File: config.mk
export PLATFORM = sky130hd
export DESIGN_NAME = ctrl_pipe_unit
export DESIGN_NICKNAME = d
export VERILOG_FILES = /design/src/rtl/ctrl_pipe_unit.sv
export SDC_FILE = /design/constraint.sdc
export NUM_CORES = 1
export LEC_CHECK = 0
export CAP_MARGIN = 20
export CORE_MARGIN = 5
export CORE_UTILIZATION = 40
export DETAILED_ROUTE_END_ITERATION = 10
export HOLD_SLACK_MARGIN = 0.06
export PLACE_DENSITY_LB_ADDON = 0.2
export SETUP_SLACK_MARGIN = 0.3
export SLEW_MARGIN = 20
export SYNTH_ARGS = -nofsm -noshare
export SYNTH_HDL_FRONTEND = slang
export SYNTH_SLANG_ARGS = --single-unit
File: constraint.sdc
create_clock -name clk -period 1.74 [get_ports clk]
set_input_delay 0.174 -clock clk [delete_from_list [all_inputs] [get_ports clk]]
set_output_delay 0.174 -clock clk [all_outputs]
set_load 0.02 [all_outputs]
File: src/rtl/ctrl_pipe_unit.sv
// rtl/ctrl_pipe_unit.sv - RV32I control decode carried through a stall/flush/freeze-aware pipe with halt drain.
// Define CTRL_PIPE_PERF_CNT_EN to add the bubble_cnt and retire_cnt outputs.
module ctrl_pipe_unit #(
  parameter int NUM_STAGES   = 3,
  parameter int FLUSH_STAGES = 1,
  parameter int OPCODE_W     = 7
) (
  input  logic                    clk,
  input  logic                    reset_n,
  input  logic [OPCODE_W-1:0]     opcode,
  input  logic                    id_valid,
  input  logic                    halt_cond,
  input  logic                    stall,
  input  logic                    flush,
  input  logic                    mem_busy,
  output logic [NUM_STAGES*12-1:0] ctrl_out,
  output logic                    is_halted,
  output logic                    drain_active
`ifdef CTRL_PIPE_PERF_CNT_EN
  ,
  output logic [31:0]             bubble_cnt,
  output logic [31:0]             retire_cnt
`endif
);

  localparam int B_JAL    = 0;
  localparam int B_JALR   = 1;
  localparam int B_BRANCH = 2;
  localparam int B_MEMRD  = 3;
  localparam int B_M2R    = 4;
  localparam int B_MEMWR  = 5;
  localparam int B_ALUSRC = 6;
  localparam int B_WE     = 7;
  localparam int B_PC2REG = 8;
  localparam int B_ECALL  = 9;
  localparam int B_HALT   = 10;
  localparam int B_VALID  = 11;

  localparam logic [OPCODE_W-1:0] OP_ARITH     = OPCODE_W'(7'b0110011);
  localparam logic [OPCODE_W-1:0] OP_ARITH_IMM = OPCODE_W'(7'b0010011);
  localparam logic [OPCODE_W-1:0] OP_LOAD      = OPCODE_W'(7'b0000011);
  localparam logic [OPCODE_W-1:0] OP_STORE     = OPCODE_W'(7'b0100011);
  localparam logic [OPCODE_W-1:0] OP_JAL       = OPCODE_W'(7'b1101111);
  localparam logic [OPCODE_W-1:0] OP_JALR      = OPCODE_W'(7'b1100111);
  localparam logic [OPCODE_W-1:0] OP_BRANCH    = OPCODE_W'(7'b1100011);
  localparam logic [OPCODE_W-1:0] OP_ECALL     = OPCODE_W'(7'b1110011);

  localparam int CNT_W = $clog2(NUM_STAGES) + 1;

  typedef enum logic [1:0] {ST_RUN, ST_DRAIN, ST_HALTED} state_t;

  state_t           state_q;
  logic [CNT_W-1:0] drain_cnt;
  logic [11:0]      dec;
  logic             known;
  logic [11:0]      stg_q [NUM_STAGES];
  logic [11:0]      stg_d [NUM_STAGES];
  logic             ecall_live;

  always_comb begin
    dec   = '0;
    known = 1'b1;
    case (opcode)
      OP_ARITH:     dec[B_WE] = 1'b1;
      OP_ARITH_IMM: begin dec[B_ALUSRC] = 1'b1; dec[B_WE] = 1'b1; end
      OP_LOAD:      begin dec[B_MEMRD] = 1'b1; dec[B_M2R] = 1'b1; dec[B_ALUSRC] = 1'b1; dec[B_WE] = 1'b1; end
      OP_STORE:     begin dec[B_MEMWR] = 1'b1; dec[B_ALUSRC] = 1'b1; end
      OP_JAL:       begin dec[B_JAL] = 1'b1; dec[B_WE] = 1'b1; dec[B_PC2REG] = 1'b1; end
      OP_JALR:      begin dec[B_JALR] = 1'b1; dec[B_ALUSRC] = 1'b1; dec[B_WE] = 1'b1; dec[B_PC2REG] = 1'b1; end
      OP_BRANCH:    dec[B_BRANCH] = 1'b1;
      OP_ECALL:     begin dec[B_ECALL] = 1'b1; dec[B_HALT] = halt_cond; end
      default:      known = 1'b0;
    endcase
    dec[B_VALID] = known & id_valid;
  end

  // Freeze holds everything; flush is applied last so it beats both shift and decode.
  always_comb begin
    for (int k = 0; k < NUM_STAGES; k++) stg_d[k] = stg_q[k];
    if (!mem_busy) begin
      for (int k = 1; k < NUM_STAGES; k++) stg_d[k] = stg_q[k-1];
      stg_d[0] = (stall || !id_valid || state_q != ST_RUN) ? 12'h000 : dec;
      if (flush) begin
        for (int k = 0; k < FLUSH_STAGES; k++) stg_d[k] = 12'h000;
      end
    end
  end

  // The draining ECALL sits at stage NUM_STAGES-drain_cnt after this edge.
  always_comb begin
    ecall_live = 1'b0;
    for (int k = 0; k < NUM_STAGES; k++) begin
      if (k == NUM_STAGES - int'(drain_cnt))
        ecall_live = stg_d[k][B_VALID] & stg_d[k][B_HALT];
    end
  end

  always_ff @(posedge clk or negedge reset_n) begin
    if (!reset_n) begin
      for (int k = 0; k < NUM_STAGES; k++) stg_q[k] <= 12'h000;
    end else begin
      for (int k = 0; k < NUM_STAGES; k++) stg_q[k] <= stg_d[k];
    end
  end

  always_ff @(posedge clk or negedge reset_n) begin
    if (!reset_n) begin
      state_q      <= ST_RUN;
      drain_cnt    <= '0;
      drain_active <= 1'b0;
      is_halted    <= 1'b0;
    end else if (!mem_busy) begin
      case (state_q)
        ST_RUN: begin
          if (stg_d[0][B_VALID] && stg_d[0][B_HALT]) begin
            state_q      <= ST_DRAIN;
            drain_cnt    <= CNT_W'(NUM_STAGES - 1);
            drain_active <= 1'b1;
          end
        end
        ST_DRAIN: begin
          drain_cnt <= drain_cnt - CNT_W'(1);
          if (!ecall_live) begin
            state_q      <= ST_RUN;
            drain_cnt    <= '0;
            drain_active <= 1'b0;
          end else if (drain_cnt == CNT_W'(1)) begin
            state_q      <= ST_HALTED;
            drain_active <= 1'b0;
            is_halted    <= 1'b1;
          end
        end
        default: ;
      endcase
    end
  end

  for (genvar g = 0; g < NUM_STAGES; g++) begin : g_out
    assign ctrl_out[12*g +: 12] = stg_q[g];
  end

`ifdef CTRL_PIPE_PERF_CNT_EN
  always_ff @(posedge clk or negedge reset_n) begin
    if (!reset_n) begin
      bubble_cnt <= '0;
      retire_cnt <= '0;
    end else if (!mem_busy && state_q != ST_HALTED) begin
      if (stall || flush) bubble_cnt <= bubble_cnt + 32'd1;
      if (stg_q[NUM_STAGES-1][B_VALID]) retire_cnt <= retire_cnt + 32'd1;
    end
  end
`endif

endmodule

==> metrics <==
CP max-delay cell dfrtp_1; Max Cap Viol 0; wire length per cell approximately 16 um; H-tree levels 2; fin. max-slew vios 0; Pre-antenna DRT Iters 4; post-synthesis mux area share 0.142; Post-synth EDFFs 0; Hold Fails Final Rpt 0; Die Height around 76 um; complex-gate fraction of the synthesized area 0.108; dominant synthesized flop cell dfrtp_1; Initial DRC Count 51; crit start category flop; Total GRT Usage 0.137; die area 5790 sq um; # placed instances around 240; Rel. slew slack 0.652; Synth Area in XOR/XNOR 0; final wirelength about 4000 um; syn avg cell area 13.0 sq um; YS warnings 0; status completed; TritonCTS Buffers 5; chip width ~76 um; nets about 210; Post-synth ARST share 1.00; period utilization 0.835; most frequent cell after synthesis dfrtp_1; Final WS setup between 200 and 300 ps; Antenna diodes 0; CP endpoint kind flop; top-area cell type share of the netlist area 0.558; sequential fraction of the synthesis area 0.558; Setup TNS 0 ps; first-pass GRT wire length between 6000 and 7000 um; type of the most critical hold path in -> reg; DP Area between 2000 and 2500 sq um; hold_ws between 300 and 400 ps; pre-CTS WS 20.9 ps; measured slew at the worst slew-check pin approximately 520 ps; Residual DRC 0; hpwl dp 2830 um; most common library cells after synthesis dfrtp_1, mux2_2, nand2_1, nor2_1, nand3_1; Yosys cell types 35; Achievable Freq just under 0.7 GHz; Arr. time, crit path roughly 1600 ps; CTS clock-pin slew for the worst setup and hold paths 70 ps; Synth area leaders dfrtp_1, mux2_2, ha_1, nand2_1, nor2_1; CP max FO 5; Ports 52; Non-Filler Instances roughly 250; simple-gate share of the synthesized area 0.129; leakage about 1.4 nW; final instance area around 2500 sq um; critical path's top delay family simple AND/OR/NAND/NOR gates; maximum buffer depth of the clock tree 2; Layout Area Growth over Synthesis 43.1%; area leader, netlist dfrtp_1; Synth Area in Adders 0.0286; largest family of logic cells by synthesized area multiplexers; Worst Path Required ~1900 ps; gpl congestion slightly below 0.8; initial core utilization 0.407; core area around 4300 sq um; clock sinks 39; root buffer cell clkbuf_8; total nets after synthesis 152; worst vdd ir about 0.00043 V; GRT overflow 0; CTS tree yes; Clock Skew 3.24 ps; # setup viols final 0; Mapped Cells about 130; input/output buffers roughly 50; vias per cell between 5 and 6; vias in the first global route approximately 1300; worst-skew pair later-pin latency slightly below 300 ps; Pwr Density 749 nW/um^2; # rows 24; Cell Area, Synth 1750 sq um; layout cell share with drive strength beyond 1 0.310; initial antenna violation count 0; fin crit period 1450 ps; Layout fillers between 300 and 400; crit-path max cell delay approximately 420 ps; post-detailed-route count of antenna-violating nets 0; vias roughly 1300; FF+latch count, synth 39; CP cell instances and4bb_1 -> nand4_2 -> o21bai_4 -> a21oi_1 -> o21a_1; RSZ-0062 raised after global routing yes; Critical path buffers and inverters 0; Crit Path Class reg -> reg; largest net degree at the start of global routing 25
[power breakdown]
group,internal [mW],switching [mW],total [mW]
clock,0.464,0.312,0.776
sequential,0.917,0.0114,0.928
combinational,0.0821,0.0867,0.169
[cells by family (layout without fill, tap and decap cells)]
family          Yosys count  count (layout)
mux                      22              22
buf+inv                  10              73
fa+ha+maj                 4               4
simple gates             35              35
compound gates           24              24
flops                    39              39
[metal layers]
| layer | track usage | wire length [um] | up-vias |
|---|---|---|---|
| met5 | 0 | 0 | - |
| met3 | 0.0437 | 200 | 6 |
| met2 | 0.230 | 1940 | 38 |
| met1 | 0.165 | 1680 | 630 |
| met4 | 0.0472 | 63 | 0 |
| li1 | - | - | 609 |
[flip-flops by register name, indices dropped and copies added (netlist names)]
register and cells:
state_q 2, ctrl_out 33, is_halted 1, drain_cnt 3
[area by class of cell]
cell class              count  area, sq um  area share
clock buffers               6         82.6      0.0330
repair buffers             62          564       0.226
multi-input cells          85          767       0.307
flip-flops and latches     39          976       0.390
well taps                  52         65.1      0.0260
clock inverters             2         35.0      0.0140
inverters                   3         11.3     0.00450
[worst paths after layout]
| path | to | start | cells past startpoint | slack, ps |
|---|---|---|---|---|
| max in group asynchronous | ctrl_out[6] | reset_n | 3 | 820 |
| max reg2reg | drain_cnt[0] | state_q[0] | 5 | 290 |
| max | drain_cnt[0] | state_q[0] | 5 | 290 |
| min in group asynchronous | ctrl_out[26] | reset_n | 2 | 390 |
| min reg2reg | is_halted | is_halted | 1 | 470 |
| min | ctrl_out[22] | mem_busy | 2 | 340 |
[timing repair]
| action | in CTS | in global routing |
|---|---|---|
| setup buffers | 3 | 1 |
| hold buffers | 1 | 0 |
| endpoints found under the setup margin | 33 | 18 |
| hold endpoints to repair | 22 | 0 |
| gates resized for setup | 32 | 17 |
| pin swaps | 0 | 3 |
[stage by stage]
stage / total power, mW / util
after global routing: 1.96 / 0.582
after global placement: 1.08 / 0.538
after floorplan: 1.01 / -
final: 1.87 / 0.582
after detailed placement: 1.09 / 0.538
after CTS: 1.88 / 0.568
[layout by cell type (no fill, tap or decap), types with 2 or more instances in the layout]
cell type / n
a21o_1: 3
a221o_1: 2
a22o_1: 3
and3_1: 2
buf_2: 2
buf_4: 10
clkbuf_8: 6
clkdlybuf4s50_1: 14
dfrtp_1: 39
dlygate4sd2_1: 29
dlymetal6s2s_1: 6
ha_1: 2
inv_1: 2
mux2_2: 22
nand2_1: 7
nand2b_1: 2
nand3_1: 5
nor2_1: 7
o21ai_0: 2
o21ai_1: 2
o21ai_2: 3
Note: power is estimated with default switching activity, not from simulation.
